## src/rtl/rv_pkg.sv

```systemverilog
`timescale 1ns/1ps
`default_nettype none
//----------------------------------------------------------------------
// rv_pkg: RV32 opcodes, instruction formats and immediate bounds
// Rev 1.0
//----------------------------------------------------------------------
package rv_pkg;

  localparam logic [6:0] OP_LOAD   = 7'b0000011;
  localparam logic [6:0] OP_STORE  = 7'b0100011;
  localparam logic [6:0] OP_BRANCH = 7'b1100011;
  localparam logic [6:0] OP_IMM    = 7'b0010011;
  localparam logic [6:0] OP_REG    = 7'b0110011;

  typedef enum logic [2:0] {
    FMT_I   = 3'd0,
    FMT_S   = 3'd1,
    FMT_B   = 3'd2,
    FMT_R   = 3'd3,
    FMT_BAD = 3'd4
  } inst_fmt_t;

  localparam int IMM12_MIN  = -2048;
  localparam int IMM12_MAX  = 2047;
  localparam int BOFF13_MIN = -4096;
  localparam int BOFF13_MAX = 4094;

endpackage
`default_nettype wire

```

## src/rtl/inst_encoder_if.sv

```systemverilog
`timescale 1ns/1ps
`default_nettype none
//----------------------------------------------------------------------
// inst_encoder_if: field-bundle input and instruction-memory write port
// Rev 1.0
//----------------------------------------------------------------------
interface inst_encoder_if #(
  parameter int ADDR_W = 32
);
  logic              in_valid;
  logic              in_ready;
  logic [6:0]        in_opcode;
  logic [4:0]        in_rd;
  logic [4:0]        in_rs1;
  logic [4:0]        in_rs2;
  logic [2:0]        in_funct3;
  logic [6:0]        in_funct7;
  logic [31:0]       in_imm;
  logic              in_last;
  logic              mem_we;
  logic              mem_ready;
  logic [ADDR_W-1:0] mem_addr;
  logic [31:0]       mem_wdata;

  modport master (
    output in_valid, in_opcode, in_rd, in_rs1, in_rs2, in_funct3,
           in_funct7, in_imm, in_last, mem_ready,
    input  in_ready, mem_we, mem_addr, mem_wdata
  );

  modport slave (
    input  in_valid, in_opcode, in_rd, in_rs1, in_rs2, in_funct3,
           in_funct7, in_imm, in_last, mem_ready,
    output in_ready, mem_we, mem_addr, mem_wdata
  );
endinterface
`default_nettype wire

```

## src/rtl/inst_pack.sv

```systemverilog
`timescale 1ns/1ps
`default_nettype none
//----------------------------------------------------------------------
// inst_pack: format select, immediate range check and RV32 word packing
// Rev 1.0
//----------------------------------------------------------------------
module inst_pack
  import rv_pkg::*;
(
  input  logic [6:0]  opcode,
  input  logic [4:0]  rd,
  input  logic [4:0]  rs1,
  input  logic [4:0]  rs2,
  input  logic [2:0]  funct3,
  input  logic [6:0]  funct7,
  input  logic [31:0] imm,
  output inst_fmt_t   fmt,
  output logic        legal,
  output logic [31:0] word
);
  logic signed [31:0] w_imm_s;
  logic               w_imm12_ok;
  logic               w_boff_ok;

  assign w_imm_s    = $signed(imm);
  assign w_imm12_ok = (w_imm_s >= IMM12_MIN) && (w_imm_s <= IMM12_MAX);
  assign w_boff_ok  = (w_imm_s >= BOFF13_MIN) && (w_imm_s <= BOFF13_MAX) && !imm[0];

  always_comb begin
    fmt = FMT_BAD;
    case (opcode)
      OP_LOAD, OP_IMM: fmt = FMT_I;
      OP_STORE:        fmt = FMT_S;
      OP_BRANCH:       fmt = FMT_B;
      OP_REG:          fmt = FMT_R;
      default:         fmt = FMT_BAD;
    endcase
  end

  always_comb begin
    legal = 1'b0;
    word  = 32'h0;
    case (fmt)
      FMT_I: begin
        legal = w_imm12_ok;
        word  = {imm[11:0], rs1, funct3, rd, opcode};
      end
      FMT_S: begin
        legal = w_imm12_ok;
        word  = {imm[11:5], rs2, rs1, funct3, imm[4:0], opcode};
      end
      FMT_B: begin
        legal = w_boff_ok;
        word  = {imm[12], imm[10:5], rs2, rs1, funct3, imm[4:1], imm[11], opcode};
      end
      FMT_R: begin
        legal = 1'b1;
        word  = {funct7, rs2, rs1, funct3, rd, opcode};
      end
      default: begin
        legal = 1'b0;
        word  = 32'h0;
      end
    endcase
  end
endmodule
`default_nettype wire

```

## src/rtl/inst_encoder.sv

```systemverilog
`timescale 1ns/1ps
`default_nettype none
//----------------------------------------------------------------------
// inst_encoder: packs field bundles and streams them into instruction memory
// Rev 1.0
//----------------------------------------------------------------------
module inst_encoder
  import rv_pkg::*;
#(
  parameter int ADDR_W = 32
) (
  input  logic              clk,
  input  logic              rst_n,
  input  logic              start,
  input  logic [ADDR_W-1:0] base_addr,
  inst_encoder_if.slave     bus,
  output logic              done,
  output logic              err,
  output logic [15:0]       word_count
);
  typedef enum logic [1:0] {
    S_IDLE  = 2'd0,
    S_RUN   = 2'd1,
    S_DRAIN = 2'd2
  } state_t;

  localparam logic [ADDR_W-1:0] c_align_mask = {{(ADDR_W-2){1'b1}}, 2'b00};

  state_t            r_state;
  state_t            w_state_next;
  logic              w_in_ready;
  logic              w_done_set;
  logic              w_accept;
  logic              w_wr_done;
  logic              w_ok;
  inst_fmt_t         w_fmt;
  logic              w_legal;
  logic [31:0]       w_word;
  logic              r_mem_we;
  logic [ADDR_W-1:0] r_addr;
  logic [31:0]       r_wdata;
  logic              r_done;
  logic              r_err;
  logic [15:0]       r_count;

  inst_pack u_pack (
    .opcode (bus.in_opcode),
    .rd     (bus.in_rd),
    .rs1    (bus.in_rs1),
    .rs2    (bus.in_rs2),
    .funct3 (bus.in_funct3),
    .funct7 (bus.in_funct7),
    .imm    (bus.in_imm),
    .fmt    (w_fmt),
    .legal  (w_legal),
    .word   (w_word)
  );

  assign w_ok      = w_legal && (w_fmt != FMT_BAD);
  assign w_accept  = bus.in_valid && w_in_ready;
  assign w_wr_done = r_mem_we && bus.mem_ready;

  always_comb begin
    w_state_next = r_state;
    w_in_ready   = 1'b0;
    w_done_set   = 1'b0;
    case (r_state)
      S_IDLE: begin
        if (start) w_state_next = S_RUN;
      end
      S_RUN: begin
        w_in_ready = !r_mem_we || bus.mem_ready;
        if (w_in_ready && bus.in_valid && bus.in_last) w_state_next = S_DRAIN;
      end
      S_DRAIN: begin
        if (!r_mem_we || bus.mem_ready) begin
          w_done_set   = 1'b1;
          w_state_next = S_IDLE;
        end
      end
      default: w_state_next = S_IDLE;
    endcase
  end

  always_ff @(posedge clk or negedge rst_n) begin
    if (!rst_n) begin
      r_state <= S_IDLE;
    end else begin
      r_state <= w_state_next;
    end
  end

  // Address register always points at the pending (or next) write location.
  always_ff @(posedge clk or negedge rst_n) begin
    if (!rst_n) begin
      r_mem_we <= 1'b0;
      r_addr   <= '0;
      r_wdata  <= 32'h0;
      r_done   <= 1'b0;
      r_err    <= 1'b0;
      r_count  <= 16'h0;
    end else begin
      r_done <= w_done_set;
      if (r_state == S_IDLE && start) begin
        r_addr  <= base_addr & c_align_mask;
        r_err   <= 1'b0;
        r_count <= 16'h0;
      end else begin
        if (w_wr_done) begin
          r_addr <= r_addr + ADDR_W'(4);
          if (r_count != 16'hFFFF) r_count <= r_count + 16'd1;
        end
        if (w_accept && !w_ok) r_err <= 1'b1;
      end
      if (w_accept && w_ok) begin
        r_mem_we <= 1'b1;
        r_wdata  <= w_word;
      end else if (w_wr_done) begin
        r_mem_we <= 1'b0;
      end
    end
  end

  assign bus.in_ready  = w_in_ready;
  assign bus.mem_we    = r_mem_we;
  assign bus.mem_addr  = r_addr;
  assign bus.mem_wdata = r_wdata;
  assign done          = r_done;
  assign err           = r_err;
  assign word_count    = r_count;
endmodule
`default_nettype wire
```

## src/flat_wrapper.sv

```systemverilog
// flat-port wrapper written by rule: the top's interface ports become plain ports
module inst_encoder_flat import rv_pkg::*;
#(
  parameter int ADDR_W = 32
)
  (clk, rst_n, start, base_addr, done, err, word_count, bus_in_valid, bus_in_opcode, bus_in_rd, bus_in_rs1, bus_in_rs2, bus_in_funct3, bus_in_funct7, bus_in_imm, bus_in_last, bus_mem_ready, bus_in_ready, bus_mem_we, bus_mem_addr, bus_mem_wdata);
  inst_encoder_if #(.ADDR_W(ADDR_W)) bus_i ();
  input  logic clk;
  input  logic rst_n;
  input  logic start;
  input  logic [ADDR_W-1:0] base_addr;
  output logic done;
  output logic err;
  output logic [15:0] word_count;
  input wire logic [$bits(bus_i.in_valid)-1:0] bus_in_valid;
  input wire logic [$bits(bus_i.in_opcode)-1:0] bus_in_opcode;
  input wire logic [$bits(bus_i.in_rd)-1:0] bus_in_rd;
  input wire logic [$bits(bus_i.in_rs1)-1:0] bus_in_rs1;
  input wire logic [$bits(bus_i.in_rs2)-1:0] bus_in_rs2;
  input wire logic [$bits(bus_i.in_funct3)-1:0] bus_in_funct3;
  input wire logic [$bits(bus_i.in_funct7)-1:0] bus_in_funct7;
  input wire logic [$bits(bus_i.in_imm)-1:0] bus_in_imm;
  input wire logic [$bits(bus_i.in_last)-1:0] bus_in_last;
  input wire logic [$bits(bus_i.mem_ready)-1:0] bus_mem_ready;
  output wire logic [$bits(bus_i.in_ready)-1:0] bus_in_ready;
  output wire logic [$bits(bus_i.mem_we)-1:0] bus_mem_we;
  output wire logic [$bits(bus_i.mem_addr)-1:0] bus_mem_addr;
  output wire logic [$bits(bus_i.mem_wdata)-1:0] bus_mem_wdata;
  assign bus_i.in_valid = bus_in_valid;
  assign bus_i.in_opcode = bus_in_opcode;
  assign bus_i.in_rd = bus_in_rd;
  assign bus_i.in_rs1 = bus_in_rs1;
  assign bus_i.in_rs2 = bus_in_rs2;
  assign bus_i.in_funct3 = bus_in_funct3;
  assign bus_i.in_funct7 = bus_in_funct7;
  assign bus_i.in_imm = bus_in_imm;
  assign bus_i.in_last = bus_in_last;
  assign bus_i.mem_ready = bus_mem_ready;
  assign bus_in_ready = bus_i.in_ready;
  assign bus_mem_we = bus_i.mem_we;
  assign bus_mem_addr = bus_i.mem_addr;
  assign bus_mem_wdata = bus_i.mem_wdata;
  inst_encoder #(.ADDR_W(ADDR_W)) u_core (.clk(clk), .rst_n(rst_n), .start(start), .base_addr(base_addr), .bus(bus_i), .done(done), .err(err), .word_count(word_count));
endmodule
```

## config.mk

```make
export PLATFORM = sky130hd
export DESIGN_NAME = inst_encoder_flat
export DESIGN_NICKNAME = d
export VERILOG_FILES = /design/src/rtl/rv_pkg.sv /design/src/rtl/inst_encoder_if.sv /design/src/rtl/inst_pack.sv /design/src/rtl/inst_encoder.sv /design/src/flat_wrapper.sv
export SDC_FILE = /design/constraint.sdc
export NUM_CORES = 1
export LEC_CHECK = 0
export ABC_AREA = 1
export BUFFER_PORTS_ARGS = -buffer_cell sky130_fd_sc_hd__buf_2
export CORE_MARGIN = 1.5
export CORE_UTILIZATION = 51
export CTS_CLUSTER_DIAMETER = 50
export DETAILED_ROUTE_END_ITERATION = 7
export PLACE_DENSITY = 0.82
export REMOVE_ABC_BUFFERS = 1
export SYNTH_ARGS = -nofsm -noshare
export SYNTH_HDL_FRONTEND = slang
export SYNTH_SLANG_ARGS = --single-unit
```

## constraint.sdc

```tcl
create_clock -name clk -period 1.9 [get_ports clk]
set_input_delay 0.285 -clock clk [delete_from_list [all_inputs] [get_ports clk]]
set_output_delay 0.285 -clock clk [all_outputs]
set_load 0.02 [all_outputs]
```

# == Yosys cells after proc, flatten, opt, wreduce, memory -nomap -nowiden ==
# Cells that the tools add are included.
# totals
out_inout_bits,84
word_cells,72
ff_bits,85
input_bits,102
# classes
reduce_logical,25
eq_ne,15
magnitude_cmp,4
mux,19
addsub,2
# op_table
op,count
32-bit case mux with 4 select lines,1
32-bit two-way mux,2
16-bit two-way mux,3
"32-bit by 3-bit adder with 32-bit output, second input constant",1
"32-bit by 12-bit greater-or-equal comparator with 1-bit output, second input constant",1
"32-bit by 13-bit greater-or-equal comparator with 1-bit output, second input constant",1
"32-bit by 12-bit less-or-equal comparator with 1-bit output, second input constant",1
"32-bit by 13-bit less-or-equal comparator with 1-bit output, second input constant",1
"16-bit by 1-bit adder with 16-bit output, second input constant",1
"16-bit != test, second input constant",1
"7-bit by 6-bit equality test with 1-bit output, second input constant",2
3-bit case mux with 4 select lines,1
1-bit logical AND,11
2-bit nonzero test,4
"7-bit by 2-bit equality test with 1-bit output, second input constant",1
"7-bit by 5-bit equality test with 1-bit output, second input constant",1
"7-bit equality test, second input constant",1
1-bit two-way mux,7
"3-bit by 2-bit equality test with 1-bit output, second input constant",2
2-bit two-way mux,3
2-bit case mux with 3 select lines,1
"2-bit by 1-bit != test with 1-bit output, second input constant",2
2-bit OR reduction,2
"3-bit by 1-bit equality test with 1-bit output, second input constant",1
11 further kinds,13

# == Logic depth before layout (Yosys ltp) ==
# Gate-level depths: netlist of the first run.
# depth
word_depth,11
depth_mapped,13
depth_no_buf,12

# == By module ==
# From an unflattened synthesis of the first run, not the netlist that was laid out.
# hier_totals
cells_unflattened,852
hier_area_um2,5589.1
# by_module_without_submodules
mod,seq_area_each_um2,area_each_um2,n_inst,cells_per_inst
inst_encoder,2077.0,4848.4,1,697
inst_pack,0.0,740.7,1,155

# == Worst setup path after synthesis of the first run ==
# No wires, ideal clock.
# synth_timing
kind,flip-flop to flip-flop
start,"register u_core.r_addr[2], in the netlist u_core.bus.mem_addr[2]"
end,"register u_core.r_addr[18], in the netlist u_core.bus.mem_addr[18]"
arrival_time_ns,1.659
n_path_buf,0
path_stages_with_launch,11
setup_time_ns,0.131
required_ns,1.769
synth_period_minus_slack_ns,1.790
path_slack_ns,0.110
path_cell_list,dfrtp_1 ha_1 nand2_1 nor2_2 nand2_1 nor3_2 nand3_1 nand2_1 nand2_1 nor2_1 o22ai_1
# synth_between
elab_chain_len,3
# synth_rtl
item,line,text
"start, declared",inst_encoder.sv:40,logic [ADDR_W-1:0] r_addr;
"start signal, assigned",inst_encoder.sv:105,r_addr <= base_addr & c_align_mask;
"start signal, assigned",inst_encoder.sv:110,r_addr <= r_addr + ADDR_W'(4);
32-bit by 3-bit adder with 32-bit output,inst_encoder.sv:110,
32-bit two-way mux,inst_encoder.sv:109,if (w_wr_done) begin
32-bit two-way mux,inst_encoder.sv:104,if (r_state == S_IDLE && start) begin
# No other way between the ends. The select of a mux whose other input is x is not followed.
# A chain may end at the register's enable or synchronous reset.

# == Final worst setup path of the first run ==
# layout_timing
start,"register u_core.r_addr[10], in the netlist u_core.bus.mem_addr[10]"
end,"register u_core.r_addr[28], in the netlist u_core.bus.mem_addr[28]"
# Same word-level chain as after synthesis.

==> results_dict.tcl, run 1 <==
set metrics [dict create \
    run_status "completed" \
    drive_gt1_share_pct 26.4 \
    post_drt_via_cell_ratio 5.34 \
    synth.distinct_cells 41 \
    routed_wirelength_mm 15.0 \
    worst_endpoint_required_time_ns 2.20 \
    grt-ovfl-total 0 \
    worst_r2r_startpoint "u_core.bus.mem_addr[10]" \
    netlist_instances 753 \
    final_cell_count_no_fill 1092 \
    dp.cells 1074 \
    maxCapViolCount 0 \
    timing.hold.worst.class "in -> reg" \
    clk_pin_slew_ns 0.10 \
    flow.area_growth_from_synthesis_pct 28.2 \
    die_area_sq_mm 0.0108 \
    synth_edf_count 0 \
    path_max_fanout 3 \
    global_route_wire_length_before_repair_mm 24.7 \
    clock-skew-final_ns 0.0140 \
    final-hold-violation-count 0 \
    synth.yosys.seq_area_share_pct 40.2 \
    syn_area_per_cell_sq_um 6.87 \
    start_util_pct 52.7 \
    ys_dominant_reg_cell "sky130_fd_sc_hd__dfrtp_1" \
    cp.arrival_ns 2.07 \
    worst_max_slew_margin_expressed_relative_to_the_limit_pct 66.4 \
    synth-seq-cells 83 \
    drc_errors 0 \
    top_level_ports 186 \
    timing_startpoint_of_the_critical_path "u_core.bus.mem_addr[10]" \
    worst_skew_pair.late_latency_ns 0.36 \
    drt-initial-drc-count 303 \
    antenna_found_initial 0 \
    pin_count_of_the_biggest_net_entering_global_routing 37 \
    first_global_vias 5309 \
    cellPowerDensity_mw_per_mm2 1070 \
    utilization_pct 67.5 \
    worst_r2r_endpoint "u_core.bus.mem_addr[28]" \
    fillers 920 \
    global_route.usage.total_pct 28.0 \
    placeableCoreArea_sq_mm 0.00982 \
    drt_pre_antenna_iters 5 \
    cts_inserted_buffers 9 \
    rr_worst_depth 8 \
    min_period_ns 1.77 \
    kind_of_end_point_of_the_critical_path "flop" \
    timing.critical_path.to "u_core.bus.mem_addr[28]" \
    tritoncts_num_sinks 83 \
    clock-root-buffer "sky130_fd_sc_hd__clkbuf_8" \
    ir_drop_uv 614 \
    p_leak_nw 3.49 \
    yosysWarningCount 0 \
    std_cell_rows 36 \
    ant_nets 0 \
    cts_tree "yes" \
    worstSetupPathType "reg -> reg" \
    place_hpwl_mm 11.6 \
    fin_crit_sh_pct 93.2 \
    antenna-diode-count 0 \
    vias 5830 \
    place_congestion 0.960 \
    die_width_um 104 \
    reg2reg_slack_ns 0.13 \
    synth_async_sr_flop_share_pct 100 \
    routed_wire_length_per_instance_um 13.7 \
    port_buffers 181 \
    setup_tns_ns 0 \
    syn_area_sq_mm 0.00517 \
    tightestPinTransition_ns 0.501 \
    cts-htree-levels 3 \
    clk_path_buf_depth 2 \
    crit_path_start_kind "flop" \
    die_height_um 104 \
    fmax_mhz 565 \
    setup-violations-final 0 \
    report.final.slew_viol_count 0 \
    final_nets 1058 \
]
-- metal layers --
metal / vias to the layer above / track usage (%) / routed length, um
met5: - / 0 / 0
li1: 2855 / - / -
met2: 278 / 46.2 / 7000
met1: 2656 / 36.3 / 6290
met4: 0 / 12.6 / 513
met3: 41 / 4.15 / 1150
-- kinds of logic (layout without fill, tap and decap cells) --
group           count (synthesis)  count (layout)  share of synthesized area, %
buf+inv                       100             305                          8.30
compound gates                 95              95                          10.5
flops                          83              83                          40.2
xor+xnor                       14              14                          2.37
other cells                     1               2                        0.0725
fa+ha+maj                       2               2                         0.484
simple gates                  458             458                          38.1
-- final cells by class --
type,count,area [sq um],area share (%)
flip-flops and latches,83,2080,31.3
multi-input cells,571,2700,40.6
inverters,73,274,4.13
repair buffers,216,1210,18.3
clock inverters,7,81.3,1.23
well taps,133,166,2.51
clock buffers,9,124,1.87
-- synthesized netlist by cell type (2+ instances only) --
cell type / number / share of area (%)
sky130_fd_sc_hd__nand3_2: 3 / 0.58
sky130_fd_sc_hd__and2_1: 2 / 0.24
sky130_fd_sc_hd__a21oi_1: 10 / 0.97
sky130_fd_sc_hd__nand4_1: 9 / 1.1
sky130_fd_sc_hd__or2_2: 3 / 0.36
sky130_fd_sc_hd__nand3_1: 82 / 7.9
sky130_fd_sc_hd__o21ai_0: 52 / 5.0
sky130_fd_sc_hd__dfrtp_1: 83 / 40
sky130_fd_sc_hd__nand2_2: 2 / 0.24
sky130_fd_sc_hd__buf_2: 13 / 1.3
sky130_fd_sc_hd__o211ai_1: 5 / 0.73
sky130_fd_sc_hd__o21ai_1: 2 / 0.19
sky130_fd_sc_hd__nor3b_1: 2 / 0.29
sky130_fd_sc_hd__nand2_1: 212 / 15
sky130_fd_sc_hd__o31ai_1: 5 / 0.73
sky130_fd_sc_hd__buf_4: 2 / 0.29
sky130_fd_sc_hd__o22ai_1: 10 / 1.2
sky130_fd_sc_hd__ha_1: 2 / 0.48
sky130_fd_sc_hd__nor4_1: 5 / 0.60
sky130_fd_sc_hd__nor2_1: 106 / 7.7
sky130_fd_sc_hd__nor2_2: 3 / 0.36
sky130_fd_sc_hd__a31oi_1: 3 / 0.36
sky130_fd_sc_hd__clkbuf_1: 9 / 0.65
sky130_fd_sc_hd__nand3b_1: 4 / 0.58
sky130_fd_sc_hd__buf_8: 2 / 0.58
sky130_fd_sc_hd__inv_1: 72 / 5.2
sky130_fd_sc_hd__nor3_1: 22 / 2.1
sky130_fd_sc_hd__a211oi_1: 3 / 0.44
sky130_fd_sc_hd__xor2_1: 13 / 2.2
-- how the worst min path moves through the flow --
| stage | endpoint | startpoint | slack [ns] | cells past startpoint |
|---|---|---|---|---|
| after floorplan | u_core.bus.mem_addr[10] | rst_n | -0.01 | 0 |
| after global placement | u_core.bus.mem_addr[18] | rst_n | 0.18 | 1 |
| after detailed placement | u_core.bus.mem_addr[18] | rst_n | 0.18 | 1 |
| after CTS | u_core.bus.mem_wdata[18] | bus_in_rs1[3] | 0.14 | 3 |
| after global routing | u_core.bus.mem_wdata[13] | bus_in_funct3[1] | 0.14 | 3 |
| final | u_core.bus.mem_wdata[18] | bus_in_rs1[3] | 0.15 | 3 |
-- critical path, stage by stage, from the launching register on --
cell	delay [ns]
sky130_fd_sc_hd__dfrtp_1	0.41
sky130_fd_sc_hd__nand2_1	0.13
sky130_fd_sc_hd__nor3_1	0.25
sky130_fd_sc_hd__nor3b_1	0.32
sky130_fd_sc_hd__nand2_1	0.14
sky130_fd_sc_hd__or2_2	0.28
sky130_fd_sc_hd__nand3_1	0.06
sky130_fd_sc_hd__nand3_1	0.07
sky130_fd_sc_hd__nand2_1	0.06
-- repair_timing --
| item | CTS | global route |
|---|---|---|
| hold buffers | 1 | 0 |
| gates resized for setup | 0 | 7 |
| buffers inserted | 0 | 1 |
| setup endpoints to repair | 0 | 5 |
| hold endpoints to repair | 15 | 0 |
-- layout by cell type (no fill, tap or decap), types with 5 or more instances in the layout --
cell type | Yosys | final
sky130_fd_sc_hd__nand2_1 | 212 | 210
sky130_fd_sc_hd__buf_2 | 13 | 180
sky130_fd_sc_hd__nor2_1 | 106 | 103
sky130_fd_sc_hd__dfrtp_1 | 83 | 82
sky130_fd_sc_hd__nand3_1 | 82 | 81
sky130_fd_sc_hd__inv_1 | 72 | 72
sky130_fd_sc_hd__o21ai_0 | 52 | 52
sky130_fd_sc_hd__buf_4 | 2 | 32
sky130_fd_sc_hd__nor3_1 | 22 | 22
sky130_fd_sc_hd__xor2_1 | 13 | 13
sky130_fd_sc_hd__a21oi_1 | 10 | 10
sky130_fd_sc_hd__o22ai_1 | 10 | 10
sky130_fd_sc_hd__nand4_1 | 9 | 9
sky130_fd_sc_hd__clkbuf_8 | 0 | 9
sky130_fd_sc_hd__nor2_2 | 3 | 6
sky130_fd_sc_hd__o31ai_1 | 5 | 5
sky130_fd_sc_hd__nor4_1 | 5 | 5
sky130_fd_sc_hd__o211ai_1 | 5 | 5
-- where the power goes --
group | switching [mW] | internal, mW | total, mW
Combinational | 1.98 | 1.10 | 3.07
Sequential | 0.481 | 2.18 | 2.66
Clock | 0.707 | 0.627 | 1.33
-- stage by stage --
step           instance area [sq um]  hold WS, ns  setup slack [ns]  total power [mW]
3_5_place_dp                    6390        0.179             0.123              5.70
6_report                        6630        0.147             0.130              7.07
5_1_grt                         6630        0.136           -0.0209              7.55
2_1_floorplan                   5020      -0.0106             -1.38              4.44
4_1_cts                         6600        0.135            0.0948              7.05
3_3_place_gp                    6390        0.181             0.129              5.64
-- sequential cells by signal, summed over array words and instances (netlist names) --
register	flops
u_core.bus.mem_wdata	32
u_core.bus.mem_addr	30
u_core.word_count	16
u_core.r_state	2
u_core.bus.mem_we	1
u_core.done	1
u_core.err	1
No activity file was read; power rests on OpenSTA's default activity.
==> run 2: changes to the inputs <==
--- a/config.mk
+++ b/config.mk
@@ -7,6 +7,7 @@
 export LEC_CHECK = 0
 export ABC_AREA = 1
 export BUFFER_PORTS_ARGS = -buffer_cell sky130_fd_sc_hd__buf_2
+export CORE_ASPECT_RATIO = 0.9
 export CORE_MARGIN = 1.5
 export CORE_UTILIZATION = 51
 export CTS_CLUSTER_DIAMETER = 50
==> results_dict.tcl, run 2 (synthesis gave the netlist of run 1 again) <==
set metrics [dict create \
    power_switching_share_pct 43.0 \
    power.sequential.fraction_pct 37.0 \
    cts-htree-levels 3 \
    dp.cells 1063 \
    routed_wirelength_mm 14.6 \
    drt_pre_antenna_iters 5 \
    grt-ovfl-total 0 \
    rsz0062_at_grt "true" \
    clock-skew-final_ns 0.0116 \
    pin_count_of_the_biggest_net_entering_global_routing 42 \
    setup_tns_ns 0 \
    final_cell_count_no_fill 1082 \
    tritoncts_num_sinks 83 \
    final-hold-violation-count 0 \
    report.final.slew_viol_count 0 \
    cts_inserted_buffers 9 \
    clk_path_buf_depth 2 \
    antenna_found_initial 2 \
    ant_nets 0 \
    die_area_sq_mm 0.0108 \
    setup-violations-final 0 \
    maxCapViolCount 0 \
    cellPowerDensity_mw_per_mm2 1100 \
    worstSetupPathType "reg -> reg" \
    p_switching_mw 3.14 \
    largest_reg_flops 32 \
    fmax_mhz 573 \
    layout.cells.most_common "sky130_fd_sc_hd__nand2_1" \
    top_level_ports 186 \
    crit_path_start_kind "flop" \
    std_cell_rows 34 \
    clk_pin_slew_ns 0.06 \
    power_report.internal_total_mw 4.16 \
    layout_common_cells "sky130_fd_sc_hd__nand2_1 (211), sky130_fd_sc_hd__buf_2 (180), sky130_fd_sc_hd__nor2_1 (103)" \
    clockPowerShare_pct 21.9 \
    drive_gt1_share_pct 26.2 \
    placeableCoreArea_sq_mm 0.00978 \
    fin_crit_sh_pct 91.9 \
    cts_tree "yes" \
    worst_skew_pair.late_latency_ns 0.33 \
    port_buffers 181 \
    die_height_um 98.5 \
    die_width_um 109 \
    vias 5667 \
    flow.area_growth_from_synthesis_pct 28.8 \
    path_max_fanout 4 \
    kind_of_end_point_of_the_critical_path "flop" \
    ir_drop_uv 632 \
    post_drt_via_cell_ratio 5.24 \
    cp.arrival_ns 1.96 \
    run_status "completed" \
    global_route.usage.total_pct 28.0 \
    p_leak_nw 3.49 \
    min_period_ns 1.75 \
    worst_endpoint_required_time_ns 2.11 \
    final_nets 1054 \
    first_global_vias 5272 \
    drt-initial-drc-count 355 \
    start_util_pct 52.9 \
    clock-root-buffer "sky130_fd_sc_hd__clkbuf_16" \
    place_hpwl_mm 11.3 \
    place_congestion 0.915 \
    timing.hold.worst.class "in -> reg" \
    drc_errors 0 \
    routed_wire_length_per_instance_um 13.5 \
    global_route_wire_length_before_repair_mm 24.1 \
    power_share_of_the_combinational_group_pct 41.1 \
]
[run 2: cell count changes in the layout (fill, tap and decap cells not counted), sizes merged]
| cell | previous run | this run |
|---|---|---|
| diode | 0 | 1 |
| clkinv | 3 | 4 |
| bufinv | 1 | 0 |
| clkbuf | 9 | 12 |
| inv | 75 | 72 |
| buf | 215 | 211 |
[run 2: what timing repair did]
item                       4_1_cts  5_1_grt
setup buffers                    0        1
hold buffers                     1        0
resized for setup                0       11
hold endpoints to repair        28        0
setup endpoints to repair        0       11
[run 2: final cells by class]
cell class                 instances  area [sq um]
clock buffer                      12           246
timing repair buffer             212          1160
sequential                        83          2080
multi-input combinational        571          2720
tap                              126           158
fill                             890          3120
clock inverter                     4          26.3
inverter                          73           274
antenna                            1          2.50
[run 2: path summary, 6_finish.rpt]
check	end	cells past startpoint	startpoint	slack, ns
setup / recovery	u_core.bus.mem_addr[23]	9	u_core.bus.mem_addr[8]	0.15
setup reg to reg	u_core.bus.mem_addr[23]	9	u_core.bus.mem_addr[8]	0.15
min in group asynchronous	u_core.bus.mem_wdata[3]	2	rst_n	0.44
max in group asynchronous	u_core.bus.mem_addr[2]	3	rst_n	0.90
hold reg to reg	u_core.done	1	u_core.r_state[0]	0.42
hold / removal	u_core.bus.mem_wdata[19]	3	bus_in_rs1[4]	0.18
[run 2: routing by layer]
metal / wire length [um] / part of all wire (%) / GRT usage (%) / vias to the layer above
li1: - / - / - / 2849
met1: 6240 / 43 / 36.4 / 2554
met2: 6880 / 47 / 45.5 / 235
met3: 1140 / 7.8 / 6.35 / 27
met4: 316 / 2.2 / 10.0 / 2
met5: 14 / 0.096 / 0 / -
[run 2: per-stage QoR]
step	hold WS [ns]	util, %	area, sq um	setup WS, ns	total power [mW]
6_report	0.180	68.1	6660	0.154	7.30
5_1_grt	0.190	68.1	6660	-0.0157	7.82
4_1_cts	0.175	67.5	6610	0.0963	7.28
3_5_place_dp	0.242	64.6	6320	0.107	5.64
3_3_place_gp	0.236	64.6	6320	0.156	5.58
2_1_floorplan	-0.0106	-	5020	-1.38	4.44
[run 2: power groups by stage]
stage / Sequential, mW / Clock, mW / Combinational [mW]
global placement: 2.68 / 0 / 2.90
CTS: 2.68 / 1.63 / 2.97
detailed placement: 2.70 / 0 / 2.95
floorplan: 3.09 / 0 / 1.35
global route: 2.76 / 1.72 / 3.34
finish: 2.70 / 1.60 / 3.00
[run 2: worst max-delay path: stages (launching register included)]
cell,delay [ns]
sky130_fd_sc_hd__dfrtp_1,0.40
sky130_fd_sc_hd__nand2_1,0.13
sky130_fd_sc_hd__nor2_1,0.25
sky130_fd_sc_hd__inv_1,0.12
sky130_fd_sc_hd__nor2_4,0.17
sky130_fd_sc_hd__nand3_1,0.15
sky130_fd_sc_hd__nor2_1,0.13
sky130_fd_sc_hd__nand2_1,0.07
sky130_fd_sc_hd__a21oi_1,0.15
sky130_fd_sc_hd__o21ai_1,0.06
==> run 3: changes to the inputs <==
--- a/config.mk
+++ b/config.mk
@@ -13,7 +13,6 @@
 export CTS_CLUSTER_DIAMETER = 50
 export DETAILED_ROUTE_END_ITERATION = 7
 export PLACE_DENSITY = 0.82
-export REMOVE_ABC_BUFFERS = 1
 export SYNTH_ARGS = -nofsm -noshare
 export SYNTH_HDL_FRONTEND = slang
 export SYNTH_SLANG_ARGS = --single-unit
==> results_dict.tcl, run 3 (synthesis gave the netlist of run 1 again) <==
set metrics [dict create \
    min_from "base_addr[3]" \
    path_max_fanout 5 \
    p_total_mw 7.52 \
    place_congestion 0.934 \
    setup_slack_ns 0.148 \
    setup-violations-final 0 \
    final_nets 1053 \
    layout.cells.most_common "sky130_fd_sc_hd__nand2_1" \
    cellPowerDensity_mw_per_mm2 1130 \
    cp.arrival_ns 1.97 \
    kind_of_end_point_of_the_critical_path "flop" \
    whs_ns 0.177 \
    fin_crit_sh_pct 92.2 \
    antenna_found_initial 1 \
    place_hpwl_mm 11.8 \
    min_period_ns 1.75 \
    cts-htree-levels 3 \
    die_width_um 109 \
    utilization_pct 68.3 \
    routed_wire_length_per_instance_um 14.1 \
    clk_path_buf_depth 2 \
    drt_pre_antenna_iters 5 \
    vias 5792 \
    cts_inserted_buffers 9 \
    routed_wirelength_mm 15.3 \
    final_cell_area_sq_mm 0.00669 \
    drive_gt1_share_pct 26.1 \
    global_route.usage.total_pct 28.8 \
    report.final.slew_viol_count 0 \
    post_drt_via_cell_ratio 5.36 \
    worst_skew_pair.late_latency_ns 0.33 \
    start_util_pct 52.9 \
    final_cell_count_no_fill 1081 \
    final-hold-violation-count 0 \
    maxCapViolCount 0 \
    worst_endpoint_required_time_ns 2.12 \
    die_height_um 98.5 \
    ant_nets 0 \
    tritoncts_num_sinks 83 \
    flow.area_growth_from_synthesis_pct 29.3 \
    post_cts_buffers 0 \
    port_buffers 181 \
    crit_path_start_kind "flop" \
    global_route_wire_length_before_repair_mm 24.6 \
    dp.cells 1063 \
    worstSetupPathType "reg -> reg" \
    drc_errors 0 \
    drt-initial-drc-count 458 \
    clock-root-buffer "sky130_fd_sc_hd__clkbuf_16" \
    ir_drop_uv 848 \
    layout_common_cells "sky130_fd_sc_hd__nand2_1 (212), sky130_fd_sc_hd__buf_2 (180), sky130_fd_sc_hd__nor2_1 (101)" \
    run_status "completed" \
    timing_startpoint_of_the_critical_path "u_core.bus.mem_addr[4]" \
    top_level_ports 186 \
    largest_reg_flops 32 \
    grt-ovfl-total 0 \
    setup_tns_ns 0 \
    std_cell_rows 34 \
    worst_r2r_startpoint "u_core.bus.mem_addr[4]" \
    post-place-ws_ns 0.178 \
    fmax_mhz 571 \
    cts_tree "yes" \
    timing.hold.worst.class "in -> reg" \
    placeableCoreArea_sq_mm 0.00978 \
    clk_pin_slew_ns 0.07 \
    clock-skew-final_ns 0.00881 \
    first_global_vias 5155 \
    dpl_cell_area_sq_mm 0.00634 \
    pin_count_of_the_biggest_net_entering_global_routing 41 \
    die_area_sq_mm 0.0108 \
    p_leak_nw 3.51 \
]
-- run 3: final cells by class --
| class | count | area, sq um |
|---|---|---|
| fill | 881 | 3100 |
| multi-input combinational | 571 | 2700 |
| sequential | 83 | 2080 |
| timing repair buffer | 211 | 1160 |
| inverter | 73 | 274 |
| clock buffer | 9 | 225 |
| tap | 126 | 158 |
| clock inverter | 7 | 83.8 |
| antenna | 1 | 2.50 |
-- run 3: worst max-delay path: stages, from the launching register on --
cell and delay, ns:
sky130_fd_sc_hd__dfrtp_1 0.44, sky130_fd_sc_hd__nand3_2 0.09, sky130_fd_sc_hd__inv_1 0.08, sky130_fd_sc_hd__nand3_1 0.24, sky130_fd_sc_hd__nor2_2 0.21, sky130_fd_sc_hd__nand3_1 0.16, sky130_fd_sc_hd__nor2_1 0.13, sky130_fd_sc_hd__nand2_1 0.06
sky130_fd_sc_hd__a21oi_1 0.15, sky130_fd_sc_hd__o21ai_1 0.07
-- run 3: final timing paths --
path | endpoint | slack, ns | cells past startpoint
setup / recovery | u_core.bus.mem_addr[23] | 0.15 | 9
hold / removal | u_core.bus.mem_addr[3] | 0.18 | 3
setup reg to reg | u_core.bus.mem_addr[23] | 0.15 | 9
hold reg to reg | u_core.done | 0.43 | 1
max in group asynchronous | u_core.bus.mem_addr[12] | 0.89 | 3
min in group asynchronous | u_core.word_count[11] | 0.43 | 2
-- run 3: power breakdown --
| group | total (mW) | switching (mW) | internal (mW) |
|---|---|---|---|
| logic | 3.04 | 1.99 | 1.05 |
| clock network | 1.81 | 0.767 | 1.04 |
| registers | 2.67 | 0.489 | 2.18 |
-- run 3: timing repair --
item / 4_1_cts / 5_1_grt
hold endpoints to repair: 32 / 0
hold buffers: 1 / 0
gates resized for setup: 0 / 9
endpoints found under the setup margin: 0 / 12
-- run 3: per-layer routing --
| layer | vias to the layer above | wire [um] | GRT usage, % |
|---|---|---|---|
| li1 | 2848 | - | - |
| met1 | 2650 | 6580 | 40.2 |
| met2 | 284 | 7190 | 45.4 |
| met3 | 10 | 1370 | 5.22 |
| met4 | 0 | 131 | 8.70 |
| met5 | - | 0 | 0 |
